==> config.mk <==
export PLATFORM = sky130hd
export DESIGN_NAME = pipe_wb_stage_reg
export DESIGN_NICKNAME = d
export VERILOG_FILES = /design/src/rtl/pipe_pkg.sv /design/src/rtl/register.sv /design/src/rtl/pipe_wb_stage_reg.sv
export SDC_FILE = /design/constraint.sdc
export NUM_CORES = 1
export LEC_CHECK = 0
export CAP_MARGIN = 30
export CORE_MARGIN = 4
export CORE_UTILIZATION = 34
export CTS_CLUSTER_SIZE = 14
export DETAILED_ROUTE_END_ITERATION = 10
export PLACE_DENSITY = 0.87
export SLEW_MARGIN = 20
export SYNTH_ARGS = -nofsm -noshare
export SYNTH_HDL_FRONTEND = slang
export SYNTH_SLANG_ARGS = --single-unit
==> constraint.sdc <==
create_clock -name clk -period 1 [get_ports clk]
set_input_delay 0.2 -clock clk [delete_from_list [all_inputs] [get_ports clk]]
set_output_delay 0.2 -clock clk [all_outputs]
set_load 0.005 [all_outputs]
==> src/rtl/pipe_pkg.sv <==
// Shared pipeline constants and types for the MEM/WB stage register family.
package pipe_pkg;

    // Register index hard-wired to zero; writes to it never reach the file.
    localparam int ZERO_REG_IDX = 31;

    // Default datapath and register-address widths.
    localparam int DEFAULT_DATA_W = 64;
    localparam int DEFAULT_ADDR_W = 5;

    typedef logic [DEFAULT_ADDR_W-1:0] reg_addr_t;

endpackage : pipe_pkg

==> src/rtl/register.sv <==
// Generic W-bit enabled register with synchronous active-high clear.
module register #(
    parameter int W = 8
) (
    input  logic         clk,
    input  logic         reset,
    input  logic         enable,
    input  logic [W-1:0] Din,
    output logic [W-1:0] Dout
);

    // Clear on reset, otherwise capture Din when enabled.
    always_ff @(posedge clk) begin
        // NOTE: sequential state always uses non-blocking assignments so every
        // register samples pre-edge values regardless of block ordering.
        if (reset) begin
            Dout <= '0;
        end else if (enable) begin
            Dout <= Din;
        end
    end

endmodule : register

==> src/rtl/pipe_wb_stage_reg.sv <==
// MEM->WB pipeline stage register with valid, stall/flush, write-enable
// qualification, per-source forwarding hits and a saturating stall counter.
module pipe_wb_stage_reg
    import pipe_pkg::*;
#(
    parameter int DATA_W   = DEFAULT_DATA_W,
    parameter int ADDR_W   = DEFAULT_ADDR_W,
    parameter int ZERO_REG = ZERO_REG_IDX,
    parameter int NUM_SRC  = 2,
    parameter int CNT_W    = 4
) (
    input  logic                      clk,
    input  logic                      reset,
    input  logic                      stall,
    input  logic                      flush,
    input  logic                      valid_in,
    input  logic                      regwrite_en_in,
    input  logic [DATA_W-1:0]         wdata_in,
    input  logic [ADDR_W-1:0]         rd_in,
    input  logic [NUM_SRC*ADDR_W-1:0] src_addr,
    output logic                      valid_out,
    output logic                      regwrite_en_out,
    output logic [DATA_W-1:0]         wdata_out,
    output logic [ADDR_W-1:0]         rd_out,
    output logic [NUM_SRC-1:0]        fwd_hit,
    output logic [CNT_W-1:0]          stall_cycles
);

    localparam logic [ADDR_W-1:0] ZERO_ADDR = ADDR_W'(ZERO_REG);
    localparam logic [CNT_W-1:0]  CNT_MAX   = '1;

    // Payload only moves on a plain load; a flush leaves it untouched because
    // it is meaningless once the entry is marked invalid.
    logic data_en;
    logic wen_qualified;

    assign data_en       = ~(stall | flush);
    assign wen_qualified = regwrite_en_in & valid_in & (rd_in != ZERO_ADDR);

    // NOTE: the data registers are reset as well, so rd_out/wdata_out read 0
    // out of reset instead of X, keeping downstream comparators well defined.
    register #(.W(DATA_W)) u_wdata_reg (
        .clk    (clk),
        .reset  (reset),
        .enable (data_en),
        .Din    (wdata_in),
        .Dout   (wdata_out)
    );

    register #(.W(ADDR_W)) u_rd_reg (
        .clk    (clk),
        .reset  (reset),
        .enable (data_en),
        .Din    (rd_in),
        .Dout   (rd_out)
    );

    // Control bits: reset > flush (bubble) > stall (hold) > load.
    always_ff @(posedge clk) begin
        if (reset) begin
            valid_out       <= 1'b0;
            regwrite_en_out <= 1'b0;
        end else if (flush) begin
            valid_out       <= 1'b0;
            regwrite_en_out <= 1'b0;
        end else if (!stall) begin
            valid_out       <= valid_in;
            regwrite_en_out <= wen_qualified;
        end
    end

    // Count consecutive stalled edges, saturating; any non-stall edge clears.
    always_ff @(posedge clk) begin
        if (reset || flush || !stall) begin
            stall_cycles <= '0;
        end else if (stall_cycles != CNT_MAX) begin
            stall_cycles <= stall_cycles + 1'b1;
        end
    end

    // Forwarding hits depend only on registered state and the source ports.
    for (genvar i = 0; i < NUM_SRC; i++) begin : g_fwd
        assign fwd_hit[i] = regwrite_en_out & (rd_out == src_addr[i*ADDR_W +: ADDR_W]);
    end

endmodule : pipe_wb_stage_reg

-- Word-level counts from Yosys, hierarchy flattened
Index checks and enable logic that the tools add are counted.
- bits in registers: 75
- bits in latches: 0
- RAM bits: 0
- bits in read-only memories: 0
- word-level logic and storage cells: 19
- memories kept: 0
- $add $sub $neg: 1
- multipliers: 0
- divide/modulo/power cells: 0
- $lt $le $gt $ge: 0
- equality and inequality tests: 4
- shift operators: 0
- multiplexer cells: 0
- bitwise operators: 5
- reduce and logical (&&, ||, !) cells: 4
- operators with widths (kind ; number):
    5-bit == test ; 2
    5-bit inequality test, second input constant ; 1
    4-bit by 1-bit adder with 4-bit output, second input constant ; 1
    1-bit bitwise AND ; 4
    4-bit inequality test, second input constant ; 1
    1-bit logical OR ; 2
    2-bit OR reduction ; 1
    1-bit zero test ; 1
    1-bit OR ; 1

-- Depth between registers and ports, before layout
Gate-level depths: netlist of the first run.
- depth after elaboration: 2
- mapped depth: 6

-- Cells and area by module
From an unflattened synthesis of the first run, not the netlist that was laid out.
- cells, all modules: 267
- area, all modules: 2845.2 µm²
- by module, submodules not included (module ; instances ; cells each ; area an instance (µm²)):
    register at u_wdata_reg ; 1 ; 206 ; 2290.9
    pipe_wb_stage_reg ; 1 ; 45 ; 374.1
    register at u_rd_reg ; 1 ; 16 ; 180.2

-- Worst setup path before layout of the first run
No wires, ideal clock.
- path type: register to output
- from: register u_rd_reg.Dout[0]
- to: output fwd_hit[0]
- arrival time: 0.909 ns
- slack: -0.109 ns
- cell stages (with the launch flop): 4
- buffers on the path: 0
- cells stage by stage: dfxtp_1 xor2_1 nor4_1 and3_1
- cells in the longest elaborated chain, start to end: 2
- RTL lines (what ; RTL line ; RTL):
    start, declared ; register.sv:9 ; output logic [W-1:0] Dout
    start signal, assigned ; register.sv:19 ; Dout <= Din;
    5-bit == test ; pipe_wb_stage_reg.sv:83 ; assign fwd_hit[i] = regwrite_en_out & (rd_out == src_addr[i*ADDR_W +: ADDR_W]);
    1-bit bitwise AND ; pipe_wb_stage_reg.sv:83 ;
    end, declared ; pipe_wb_stage_reg.sv:25 ; output logic [NUM_SRC-1:0] fwd_hit,
No other way between the ends.

-- Final worst setup path of the first run
- from: register u_rd_reg.Dout[0]
- to: output fwd_hit[1]
The elaborated chain is that of the path after synthesis.

==> reports/results.ini, run 1 <==
[sta]
slew_viol_final=0
fin_tns_setup_ps=-2020
timing.slew.headroom_pct=76.6
tightest_slew_ps=351
hold_viol_final=0
timing.final.crit_period_ps=1620
setup_slack_ps=-623
setup-violations-final=10
fmax_mhz=616
skew_ps=0.949
rsz0062_at_grt=true
finalCritPeriodShare_pct=162

[synth]
synthesis.area_mm2=0.00275
synth-edff-count=0
syn_inst=343
yosysSeqAreaShare_pct=54.7
ys_ff_latch=75
synth.distinct_cells=24
synth_top_area_cell=dfxtp_1
synth_fp_nets=429
synth_top_area_share_pct=54.7
synth_area_leaders=dfxtp_1 (55%), nand2_1 (19%), a21oi_1 (13%)
synth_ff_type=dfxtp_1
synth_most_common_cell=nand2_1
yosys-top-cells-count=nand2_1 (140), dfxtp_1 (75), a21oi_1 (69)
syn_area_per_cell_um2=8.01
ys_warn_count=0
ys_async_sr_fraction_pct=0

[job]
max_cap_violations=0

[finish]
fillers=631
regArea_mm2=0.00160
fin_nets=621
multiInputGateArea_mm2=0.00119
stdcell_area_mm2=0.00527
n_antenna_cell=0
drive_gt1_share_pct=41.5
syn_to_final_growth_pct=91.7
stdcell_count=642
final_core_util_pct=67.4

[placed_design]
port_buffers=161
dpl_cell_area_mm2=0.00457
dp_hpwl_mm=6.18
place_inst=602
place.gp.congestion=0.887

[drt]
drc=0
vias=3017
ant_nets=0
totalWireLength_mm=9.51
post_drt_wl_per_cell_um=14.8
dr.pass1.iters=4
via_per_inst=4.70
first_iter_violations=71

[clocking]
cts_root_buf=clkbuf_8
clk_latency_ps=330
clock_sinks=75
cts_buffer_depth=2
clkTransAtPathRegs_ps=80
htreeDepth=3
numCtsBuffers=9
tritoncts=done
postCtsHoldBufs=0

[grt]
antenna_found_initial=0
grt_max_degree=36
grtUsageTotal_pct=18.8
overflow=0
grt_pass1_wl_mm=14.7
grt_pass1_vias=3034

[floorplan]
dieArea_mm2=0.00958
fp.dieW_um=97.9
start_util_pct=35.2
coreArea_mm2=0.00781
dieHeight_um=97.9
row_count=32
ios=162

[min_path]
hold_depth=2
min_path_type=in -> reg

[power_and_ir_drop]
power_density_mw_per_mm2=1330
leakage_nw=2.23
peakVddDrop_uv=1060

[worst_setup_path]
crit_arrival_ps=1420
crit_fanout=3
end_kind=output port
worstSetupPathType=reg -> out
startpoint_type=flip-flop
ff2ff_path_depth=5
cp.required_ps=800

[status]
status=complete, but fails checks
violations=negative setup slack

-- power breakdown --
group	switching (W)	leakage [nW]	internal [W]
Sequential	0.0000886	0.645	0.00314
Combinational	0.000421	1.48	0.000759
Clock	0.00117	0.106	0.00142
-- routing by layer --
metal  up-vias  track usage [%]  share of wire, %
met5         -                0                 0
met4         0             6.07               1.4
met3        13             6.29               8.2
met2       113             34.1                52
met1      1393             20.5                39
li1       1498                -                 -
-- final timing paths --
check	startpoint	to	slack [ps]
worst max-delay path	u_rd_reg.Dout[0]	fwd_hit[1]	-620
worst min-delay path	reset	u_wdata_reg.Dout[0]	120
worst max register to register	stall_cycles[1]	stall_cycles[1]	-50
worst min register to register	u_wdata_reg.Dout[60]	u_wdata_reg.Dout[60]	460
-- critical path, cell delays in order (launching register included) --
cell	delay, ps
dfxtp_2	340
xor2_1	170
nor4_1	260
and3_1	200
buf_2	110
-- registers in the layout, indices dropped and copies added, names as in the netlist --
signal	count
valid_out	1
u_rd_reg.Dout	5
regwrite_en_out	1
u_wdata_reg.Dout	64
stall_cycles	4
-- cell type report --
class	instances	area share, %
repair buffers	204	40.4
well taps	102	2.42
flip-flops and latches	75	30.3
multi-input cells	245	22.6
clock inverters	7	1.92
clock buffers	9	2.35
-- logic make-up (layout without fill, tap and decap cells) --
group	after synthesis	in the layout	share of synthesized area, %
mux	1	1	0.364
buf+inv	23	220	4.33
compound gates	73	73	13.7
xor+xnor	11	11	3.51
fa+ha+maj	1	1	0.456
flops	75	75	54.7
simple gates	159	159	23.0
-- cells in the final DEF (no fill, tap or decap), types with 2 or more instances in the layout --
| cell | netlist | final |
|---|---|---|
| buf_4 | 2 | 19 |
| clkinv_4 | 0 | 2 |
| and3_1 | 3 | 3 |
| buf_12 | 0 | 6 |
| a21oi_1 | 69 | 67 |
| buf_2 | 8 | 21 |
| clkdlybuf4s50_1 | 0 | 81 |
| bufbuf_16 | 0 | 2 |
| xnor2_1 | 3 | 2 |
| xor2_1 | 8 | 8 |
| buf_16 | 0 | 2 |
| a21oi_2 | 0 | 2 |
| buf_6 | 2 | 70 |
| clkbuf_8 | 0 | 9 |
| nor2_1 | 6 | 5 |
| nand2_1 | 140 | 139 |
| nor4_1 | 2 | 2 |
| dfxtp_2 | 0 | 74 |
| clkinvlp_4 | 0 | 2 |
| bufinv_16 | 0 | 2 |
-- stage by stage --
step / setup slack [ps] / power (W) / hold slack, ps
detailed placement: -966 / 0.00429 / 447
global route: -679 / 0.00732 / 128
finish: -623 / 0.00700 / 124
floorplan: -66.3 / 0.00357 / 328
CTS: -638 / 0.00695 / 103
global placement: -921 / 0.00426 / 436
-- repair_timing --
item | in CTS | in global routing
gates resized for setup | 425 | 43
cloned | 4 | 1
pin swaps | 11 | 3
setup buffers | 17 | 6
endpoints found under the hold margin | 0 | 0
setup endpoints to repair | 150 | 90
No activity file was read; power rests on OpenSTA's default activity.
==> run 2, diff against run 1 <==
- SETUP_SLACK_MARGIN: default -> 0.1
==> run 2 against run 1 <==
Compared with the run above:
- non-clock buffer count increased by 6
- sequential share of layout area decreased by 0.61 points
- the run still ends with negative setup slack left
- clock power decreased by 6%
- fmax increased by 3.6%
- critical endpoint is now fwd_hit[0]
- highest routed layer unchanged
- first-iteration DRC count increased by 38%
- sequential power about the same
==> reports/results.ini, run 2 (synthesis results as in run 1) <==
[sta]
fin_tns_setup_ps=-1930  ; +82.0 ps
rsz0062_at_grt=true
timing.slew.headroom_pct=74.2  ; -2.5 points
tightest_slew_ps=387  ; +36.9 ps
timing.final.crit_period_ps=1570  ; -55.8 ps
finalCritPeriodShare_pct=157  ; -5.6 points
slew_viol_final=0  ; unchanged
setup_slack_ps=-568  ; +55.8 ps
fmax_mhz=638  ; +3.6%
setup-violations-final=11  ; +1
hold_viol_final=0  ; unchanged
skew_ps=0.316  ; -0.633 ps

[worst_setup_path]
end_kind=output port
startpoint_type=flip-flop
crit_arrival_ps=1370  ; -50 ps
max_stage_delay_ps=350  ; about the same
ff2ff_path_depth=5  ; unchanged
r2r-start=stall_cycles[0]
path_cells=xor2_1, nor4_1, and3_1, buf_2
startpoint=u_rd_reg.Dout[2]
r2r_slack_ps=-70  ; -20 ps
reg2reg_to=stall_cycles[1]
cp.required_ps=800  ; about the same
slowest_stage=dfxtp_2
crit_fanout=3  ; unchanged
worstSetupPathType=reg -> out

[clocking]
tritoncts=done
cts_root_buf=clkbuf_8
postCtsHoldBufs=0  ; unchanged
clock_sinks=75  ; unchanged
numCtsBuffers=9  ; unchanged
htreeDepth=3  ; unchanged
clk_latency_ps=330  ; about the same
cts_buffer_depth=2  ; unchanged
clkTransAtPathRegs_ps=80  ; about the same

[power_and_ir_drop]
p_sw_w=0.00159  ; -5.2%
peakVddDrop_uv=841  ; -21%
p_sw_share_pct=23.1  ; -0.92 points
power_density_mw_per_mm2=1280  ; -3.7%
power.internal_w=0.00531  ; -0.22%
clkPwrFrac_pct=35.2  ; -1.8 points
power_frac_seq_pct=46.8  ; +0.7 points
comb_power_share_pct=18.0  ; +1.1 points
leakage_nw=2.25  ; +0.68%

[finish]
final_common_cell=nand2_1
syn_to_final_growth_pct=96.3
n_antenna_cell=0  ; unchanged
fin_nets=627  ; +0.97%
largest_register_ffs=64  ; unchanged
reg_top3=u_wdata_reg.Dout (64), u_rd_reg.Dout (5), stall_cycles (4)
fillers=575  ; -8.9%
layout_common_cells=nand2_1 (132), clkdlybuf4s50_1 (78), dfxtp_2 (72)
drive_gt1_share_pct=45.6  ; +4.1 points
stdcell_count=648  ; +0.93%
max_flop_register=u_wdata_reg.Dout

[min_path]
min-delay-start=reset
hold_end=u_wdata_reg.Dout[27]
min_path_type=in -> reg
hold_depth=3  ; +1

[drt]
drc=0  ; unchanged
via_per_inst=4.77  ; +1.6%
vias=3094  ; +2.6%
first_iter_violations=98  ; +38%
totalWireLength_mm=9.98  ; +4.9%
ant_nets=0  ; unchanged
dr.pass1.iters=4  ; unchanged
post_drt_wl_per_cell_um=15.4  ; +3.9%

[floorplan]
ios=162  ; unchanged
start_util_pct=35.2  ; unchanged
row_count=32  ; unchanged
dieArea_mm2=0.00958  ; unchanged
dieHeight_um=97.9  ; unchanged
coreArea_mm2=0.00781  ; unchanged
fp.dieW_um=97.9  ; unchanged

[grt]
antenna_found_initial=0  ; unchanged
grtUsageTotal_pct=18.9  ; +0.15 points
grt_max_degree=37  ; +2.8%
grt_pass1_wl_mm=14.9  ; +1.4%
overflow=0  ; unchanged
grt_pass1_vias=3102  ; +2.2%

[job]
max_cap_violations=0  ; unchanged

[status]
violations=negative setup slack
status=complete, but fails checks

[placed_design]
place_inst=604  ; +0.33%
port_buffers=161  ; unchanged
place.gp.congestion=0.802  ; -9.6%
dp_hpwl_mm=6.22  ; +0.68%

==> run 2: cell count changes in the layout (fill, tap and decap cells not counted), sizes merged, moves of 2 or more <==
cell,before,now
clkdlybuf4s50,81,78
buf,118,124
bufbuf,2,0
dlygate4sd2,1,3
clkbuf,11,14
==> run 2: power groups by stage <==
| stage | logic (W) | registers (W) | clock network [W] |
|---|---|---|---|
| detailed placement | 0.00105 | 0.00326 | 0 |
| CTS | 0.00109 | 0.00321 | 0.00250 |
| global placement | 0.00103 | 0.00325 | 0 |
| floorplan | 0.000329 | 0.00327 | 0 |
| global route | 0.00133 | 0.00324 | 0.00265 |
| finish | 0.00124 | 0.00323 | 0.00243 |
==> run 2: critical path, delay by kind of cell (launching register included) <==
| family | cells | cell delay [ps] |
|---|---|---|
| simple gates | 2 | 450 |
| buf+inv | 1 | 110 |
| xor+xnor | 1 | 140 |
| flops | 1 | 350 |
==> run 2: how the worst max path moves through the flow <==
stage	to
2_1_floorplan	fwd_hit[0]
3_3_place_gp	fwd_hit[1]
3_5_place_dp	fwd_hit[1]
4_1_cts	fwd_hit[1]
5_1_grt	fwd_hit[1]
6_report	fwd_hit[0]
==> run 2: metrics by stage <==
step	util (%)	setup WS [ps]	power [W]	cell area, µm²	hold WS (ps)
2_1_floorplan	-	-66.3	0.00360	2820	333
3_3_place_gp	59.1	-898	0.00428	4620	435
3_5_place_dp	59.1	-985	0.00431	4620	450
4_1_cts	63.8	-596	0.00681	4980	243
5_1_grt	69.0	-690	0.00722	5390	244
6_report	69.0	-568	0.00690	5390	271
==> run 2: per-layer routing <==
metal	vias up	wire (µm)	track usage, %
li1	1506	-	-
met1	1431	3950	20.6
met2	138	4990	33.0
met3	19	876	8.07
met4	0	167	6.60
met5	-	0	0
==> run 2: cell type report <==
| type | instances | area [µm²] | share of cell area, % |
|---|---|---|---|
| Clock buffer | 10 | 128 | 2.37 |
| Clock inverter | 6 | 80.1 | 1.49 |
| Multi-Input combinational cell | 245 | 1270 | 23.6 |
| Tap cell | 102 | 128 | 2.37 |
| Timing Repair Buffer | 210 | 2180 | 40.4 |
| Sequential cell | 75 | 1600 | 29.7 |
==> run 2: timing repair <==
action                                  CTS  global route
cloned                                    3             3
resized for setup                       436            60
pin swaps                                14            18
setup buffers                            15             8
endpoints found under the setup margin  152           132
==> run 3, diff against run 2 <==
- CTS_CLUSTER_DIAMETER: default -> 100
- GPL_ROUTABILITY_DRIVEN: default -> 0
==> results of run 3 <==
The final DEF is identical to that of run 2; final timing and power are the same.
